$ cat src/rtl/medidor_ultrassom_pkg.sv
// Shared definitions for the ultrasonic distance meter: FSM state codes,
// parameter defaults and a counter-width helper.
package medidor_ultrassom_pkg;

  localparam logic [2:0] INICIAL       = 3'd0;
  localparam logic [2:0] PREPARA       = 3'd1;
  localparam logic [2:0] ENVIA_TRIGGER = 3'd2;
  localparam logic [2:0] ESPERA_ECHO   = 3'd3;
  localparam logic [2:0] MEDE          = 3'd4;
  localparam logic [2:0] ARMAZENA      = 3'd5;
  localparam logic [2:0] FINAL         = 3'd6;

  localparam int TRIG_CICLOS_PADRAO    = 500;
  localparam int CICLOS_POR_CM_PADRAO  = 2941;
  localparam int TIMEOUT_CICLOS_PADRAO = 1500000;

  // Bits needed for a counter running 0..n-1 (never less than one bit).
  function automatic int largura(input int n);
    return (n <= 2) ? 1 : $clog2(n);
  endfunction

endpackage

$ cat src/rtl/medidor_ultrassom_contador_bcd.sv
// Three-digit decimal up-counter that stops at 999 instead of wrapping.
module contador_bcd_3digitos (
  input  logic        clock,
  input  logic        reset,
  input  logic        limpa,
  input  logic        habilita,
  output logic [11:0] valor
);

  logic [3:0] u, d, c;

  assign u = valor[3:0];
  assign d = valor[7:4];
  assign c = valor[11:8];

  always_ff @(posedge clock) begin
    if (reset || limpa) begin
      valor <= 12'h000;
    end else if (habilita && (valor != 12'h999)) begin
      if (u == 4'd9) begin
        valor[3:0] <= 4'd0;
        if (d == 4'd9) begin
          valor[7:4]  <= 4'd0;
          valor[11:8] <= c + 4'd1;
        end else begin
          valor[7:4] <= d + 4'd1;
        end
      end else begin
        valor[3:0] <= u + 4'd1;
      end
    end
  end

endmodule

$ cat src/rtl/medidor_ultrassom.sv
// Ultrasonic ranger controller: fires a trigger pulse, times the echo and
// reports the distance in centimetres as three BCD digits.
module medidor_ultrassom
  import medidor_ultrassom_pkg::*;
#(
  parameter int TRIG_CICLOS    = TRIG_CICLOS_PADRAO,
  parameter int CICLOS_POR_CM  = CICLOS_POR_CM_PADRAO,
  parameter int TIMEOUT_CICLOS = TIMEOUT_CICLOS_PADRAO
) (
  input  logic       clock,
  input  logic       reset,
  input  logic       medir,
  input  logic       echo,
  output logic       trigger,
  output logic [3:0] unidades,
  output logic [3:0] dezenas,
  output logic [3:0] centenas,
  output logic       pronto,
  output logic       erro,
  output logic [2:0] db_estado
);

  localparam int TW = largura(TRIG_CICLOS);
  localparam int CW = largura(CICLOS_POR_CM);
  localparam int OW = largura(TIMEOUT_CICLOS);
  localparam logic [TW-1:0] TRIG_FIM  = TW'(TRIG_CICLOS - 1);
  localparam logic [CW-1:0] CICLO_FIM = CW'(CICLOS_POR_CM - 1);
  localparam logic [OW-1:0] TMO_FIM   = OW'(TIMEOUT_CICLOS - 1);

  logic          echo_m, echo_s;
  logic [2:0]    estado, proximo;
  logic [TW-1:0] trig_cnt;
  logic [CW-1:0] ciclo_cnt;
  logic [OW-1:0] tmo_cnt;
  logic [11:0]   bcd;

  logic limpa, conta_trig, conta_tmo, conta_eco, carrega, seta_erro;
  logic trig_fim, ciclo_fim, tmo_fim;

  assign trig_fim  = (trig_cnt == TRIG_FIM);
  assign ciclo_fim = (ciclo_cnt == CICLO_FIM);
  assign tmo_fim   = (tmo_cnt == TMO_FIM);
  assign db_estado = estado;

  // The echo cycle that moves ESPERA_ECHO into MEDE is already counted,
  // so the total equals the number of cycles echo_s was high.
  always_comb begin
    proximo    = estado;
    limpa      = 1'b0;
    conta_trig = 1'b0;
    conta_tmo  = 1'b0;
    conta_eco  = 1'b0;
    carrega    = 1'b0;
    seta_erro  = 1'b0;
    case (estado)
      INICIAL:       if (medir) proximo = PREPARA;
      PREPARA: begin
        limpa   = 1'b1;
        proximo = ENVIA_TRIGGER;
      end
      ENVIA_TRIGGER: begin
        conta_trig = 1'b1;
        if (trig_fim) proximo = ESPERA_ECHO;
      end
      ESPERA_ECHO, MEDE: begin
        conta_tmo = 1'b1;
        conta_eco = echo_s;
        if (tmo_fim) begin
          seta_erro = 1'b1;
          proximo   = FINAL;
        end else if ((estado == ESPERA_ECHO) && echo_s) begin
          proximo = MEDE;
        end else if ((estado == MEDE) && !echo_s) begin
          proximo = ARMAZENA;
        end
      end
      ARMAZENA: begin
        carrega = 1'b1;
        proximo = FINAL;
      end
      FINAL:         proximo = INICIAL;
      default:       proximo = INICIAL;
    endcase
  end

  contador_bcd_3digitos u_bcd (
    .clock    (clock),
    .reset    (reset),
    .limpa    (limpa),
    .habilita (conta_eco && ciclo_fim),
    .valor    (bcd)
  );

  always_ff @(posedge clock) begin
    if (reset) begin
      echo_m    <= 1'b0;
      echo_s    <= 1'b0;
      estado    <= INICIAL;
      trigger   <= 1'b0;
      pronto    <= 1'b0;
      erro      <= 1'b0;
      trig_cnt  <= '0;
      ciclo_cnt <= '0;
      tmo_cnt   <= '0;
      unidades  <= 4'd0;
      dezenas   <= 4'd0;
      centenas  <= 4'd0;
    end else begin
      echo_m  <= echo;
      echo_s  <= echo_m;
      estado  <= proximo;
      trigger <= (proximo == ENVIA_TRIGGER);
      // Pronto is only raised on the ARMAZENA->FINAL path, never on timeout.
      pronto  <= carrega;

      if (limpa)           trig_cnt <= '0;
      else if (conta_trig) trig_cnt <= trig_cnt + 1'b1;

      if (limpa)          ciclo_cnt <= '0;
      else if (conta_eco) ciclo_cnt <= ciclo_fim ? '0 : ciclo_cnt + 1'b1;

      if (limpa)          tmo_cnt <= '0;
      else if (conta_tmo) tmo_cnt <= tmo_cnt + 1'b1;

      if (seta_erro)    erro <= 1'b1;
      else if (carrega) erro <= 1'b0;

      if (carrega) begin
        unidades <= bcd[3:0];
        dezenas  <= bcd[7:4];
        centenas <= bcd[11:8];
      end
    end
  end

endmodule

$ cat config.mk
export PLATFORM = sky130hd
export DESIGN_NAME = medidor_ultrassom
export DESIGN_NICKNAME = d
export VERILOG_FILES = /design/src/rtl/medidor_ultrassom_pkg.sv /design/src/rtl/medidor_ultrassom_contador_bcd.sv /design/src/rtl/medidor_ultrassom.sv
export SDC_FILE = /design/constraint.sdc
export NUM_CORES = 1
export LEC_CHECK = 0
export BUFFER_PORTS_ARGS = -buffer_cell sky130_fd_sc_hd__buf_2
export CAP_MARGIN = 10
export CORE_AREA = 2 2 100 102
export DETAILED_ROUTE_END_ITERATION = 10
export DIE_AREA = 0 0 102 104
export GPL_ROUTABILITY_DRIVEN = 0
export HOLD_SLACK_MARGIN = 0.1
export PLACE_DENSITY = 0.56
export SLEW_MARGIN = 20
export SYNTH_ARGS = -nofsm -noshare
export SYNTH_HDL_FRONTEND = slang
export SYNTH_HIERARCHICAL = 1
export SYNTH_SLANG_ARGS = --single-unit
export TNS_END_PERCENT = 20
$ cat constraint.sdc
create_clock -name clock -period 3.49 [get_ports clock]
set_input_delay 0 -clock clock [delete_from_list [all_inputs] [get_ports clock]]
set_output_delay 0 -clock clock [all_outputs]
set_load 0.01 [all_outputs]
==> out/qor.csv <==
stage,metric,value,unit
worst_setup_path,crit_path_max_fanout,12,
cts,cts_buffers,9,
cts,clockRootBuffer,clkbuf_8,
global_route,overflow,0,
power_and_ir_drop,vdd_drop_max,0.248,mV
route,dr.max_layer_used,met4,
logic_synthesis,synth.distinct_cells,58,
route,wl_met3,294,um
logic_synthesis,syn_area,3530,um^2
floorplanning,die_h,104,um
worst_setup_path,critPathLaunchType,flop,
min_path,hold_path_startpoint,medir,
floorplanning,start_util,0.369,
floorplanning,io_pins,22,
worst_setup_path,r2r_cells,6,
worst_setup_path,r2r-start,db_estado[0]$_SDFF_PP0_,
logic_synthesis,synth_fp_nets,420,
worst_setup_path,end_kind,flop,
logic_synthesis,synth.area.top_cells,"dfxtp_1 (42%), a21oi_1 (5.7%), nand2_1 (5.0%)",
cells_and_area,drive_gt1_frac,0.127,
floorplanning,core,9550,um^2
cts,cts_resized,0,
logic_synthesis,yosys.area.top_type_share,0.420,
route,met1_length,3750,um
logic_synthesis,avgSynthCellArea,8.61,um^2
min_path,hold_class,in2reg,
worst_setup_path,timing.reg2reg.setup_slack,0.49,ns
cells_and_area,fillers,1011,
route,first_pass_iters,4,
power_and_ir_drop,power_leakage,1.34,nW
sta,worst_slew_pin_slew,0.790,ns
floorplanning,rows,36,
sta,final_hold_viol_count,0,
cts,clk_pin_slew,0.08,ns
min_path,hold_depth,4,
floorplanning,die_area,10600,um^2
place,dp_hpwl,5240,um
sta,setup_viol,0,
cells_and_area,diodes,0,
cts,cts_max_path_buffers,2,
worst_setup_path,critPathRequiredTime,3.73,ns
floorplanning,die_x,102,um
logic_synthesis,synth-main-ff-cell,dfxtp_1,
sta,timing.final.crit_share,0.860,
global_route,first_global_vias,2760,
route,ant_nets,0,
worst_setup_path,cp_slowest_cell,nor3_1,
global_route,grt_use_total,0.151,
logic_synthesis,synth_top_area_cell,dfxtp_1,
logic_synthesis,synth_edf_count,0,
route,vias_per_cell,5.15,
logic_synthesis,synthArstFlopShare,0,
sta,maxSlewHeadroom,0.472,
route,wire_per_inst,13.5,um
global_route,grt_pass1_wl,12800,um
run_status,outcome,"finished, final reports clean",
sta,fin_hold_ws,0.293,ns
sta,max_freq,0.333,GHz
route,first_iter_violations,122,
power_and_ir_drop,p_per_area,428,nW/um^2
cts,cts_tree,done,
worst_setup_path,worstPathCellList,or3b_1 > a211o_1 > nor3_1 > nand2_1 > nor4_2 > mux2_1,
worst_setup_path,rr_endpoint,u_bcd/valor[9]$_SDFFE_PP0P_,
cts,htree_levels,3,
cells_and_area,area_growth_syn_to_layout,13.1,%
worst_setup_path,max_stage_delay,0.55,ns
route,drt-total-wl,7630,um
place,numPortBuffers,21,
route,remaining_drc_errors,0,
route,wl_met2,3480,um
flow_run,cap_violations,0,
sta,fin_crit,3.00,ns
route,via_count,2907,
logic_synthesis,syn_inst,410,
logic_synthesis,ys_ff_latch,74,
sta,rsz0062_at_grt,false,
worst_setup_path,timing_worst_setup_path_type,reg2reg,
global_route,antenna_found_initial,0,
logic_synthesis,ys_warn_count,6,
sta,fin_setup_tns,0,ns
cts,cts_num_sinks,74,
cells_and_area,final_nets,437,
sta,fin_skew,0.0150,ns
cts,insertion_delay,0.36,ns
min_path,min_to,db_estado[0]$_SDFF_PP0_,
worst_setup_path,crit_arrival,3.24,ns
sta,slew_viol_final,0,
logic_synthesis,seq_area_frac_synth,0.420,
global_route,grt_max_degree,30,
[layer usage]
metal,GRT usage,up-vias
met5,0,-
met4,0.0419,0
met3,0.0450,11
met2,0.240,46
met1,0.197,1337
li1,-,1513
[timing repair]
action                     CTS  global route
hold buffers                 2             0
setup endpoints to repair    0             0
hold endpoints to repair     3             0
buffers inserted             0             0
[logic make-up (layout without fill, tap and decap cells)]
| logic type | count (synthesis) | after routing | share of synthesized area |
|---|---|---|---|
| adder cells (fa/ha/maj) | 6 | 6 | 0.0213 |
| XOR/XNOR | 21 | 21 | 0.0521 |
| multiplexers | 7 | 7 | 0.0202 |
| AND/OR/NAND/NOR | 175 | 175 | 0.273 |
| AO/OA/AOI/OAI | 94 | 94 | 0.172 |
| flip-flops | 74 | 74 | 0.420 |
| buffers and inverters | 33 | 55 | 0.0411 |
[worst max-delay path: cells and delay by family (launching register included)]
kind	cells	cell delay [ns]
mux	1	0.36
simple gates	4	1.75
compound gates	1	0.46
flops	1	0.31
[synth_stat cells, drive strengths merged, types with 6 or more instances]
cell	n
mux2i	6
o31ai	10
nor3	6
nand3	16
ha	6
clkbuf	12
or3	16
a21oi	40
o21ai	18
o211ai	6
dfxtp	74
nand2	47
xor2	11
nor2	31
nor4	7
xnor2	10
buf	9
inv	12
or4	13
[cell usage in the layout (no fill, tap or decap), drive strengths merged, types with 6 or more instances in the layout]
master,count
a21oi,40
buf,25
clkbuf,10
dfxtp,74
ha,6
inv,14
mux2i,6
nand2,47
nand3,16
nor2,31
nor3,6
nor4,7
o211ai,6
o21ai,18
o31ai,10
or3,16
or4,13
xnor2,10
xor2,11
[worst max-delay path by stage]
stage	from	endpoint	slack, ns	cells past startpoint
after floorplan	db_estado[2]$_SDFF_PP0_	u_bcd/valor[9]$_SDFFE_PP0P_	0.70	7
after global placement	db_estado[0]$_SDFF_PP0_	u_bcd/valor[9]$_SDFFE_PP0P_	0.59	6
after detailed placement	db_estado[2]$_SDFF_PP0_	u_bcd/valor[9]$_SDFFE_PP0P_	0.50	6
final	db_estado[0]$_SDFF_PP0_	u_bcd/valor[9]$_SDFFE_PP0P_	0.49	6
after global routing	db_estado[0]$_SDFF_PP0_	u_bcd/valor[9]$_SDFFE_PP0P_	0.32	6
after CTS	db_estado[0]$_SDFF_PP0_	u_bcd/valor[9]$_SDFFE_PP0P_	0.47	6
[sequential cells by signal, indices dropped and copies added, names as in the netlist]
register	cells
tmo_cnt	21
ciclo_cnt	12
u_bcd/valor	12
trig_cnt	9
centenas	4
dezenas	4
unidades	4
db_estado	3
echo_m	1
echo_s	1
erro	1
pronto	1
trigger	1
[per-stage QoR]
step                total power [mW]   util  instance area, um^2  setup WS (ns)  cells
finish                          1.71  0.418                 3990          0.490    565
global route                    1.77  0.418                 3990          0.317    565
CTS                             1.73  0.418                 3990          0.469    565
detailed placement             0.915  0.391                 3730          0.496    547
global placement               0.915  0.391                 3730          0.586    547
floorplan                      0.903      -                 3530          0.696    410
[area by class of cell]
class | count | area [um^2] | share of cell area
clock buffers | 10 | 128 | 0.0320
multi-input cells | 303 | 1900 | 0.477
repair buffers | 27 | 155 | 0.0389
well taps | 133 | 166 | 0.0417
inverters | 12 | 45.0 | 0.0113
clock inverters | 6 | 113 | 0.0282
flip-flops and latches | 74 | 1480 | 0.371
[power by group]
group          leakage [nW]  internal, mW  switching [mW]
registers             0.596         0.846         0.00179
logic                 0.625        0.0151          0.0328
clock network         0.121         0.479           0.333
No activity file was read; power rests on OpenSTA's default activity.
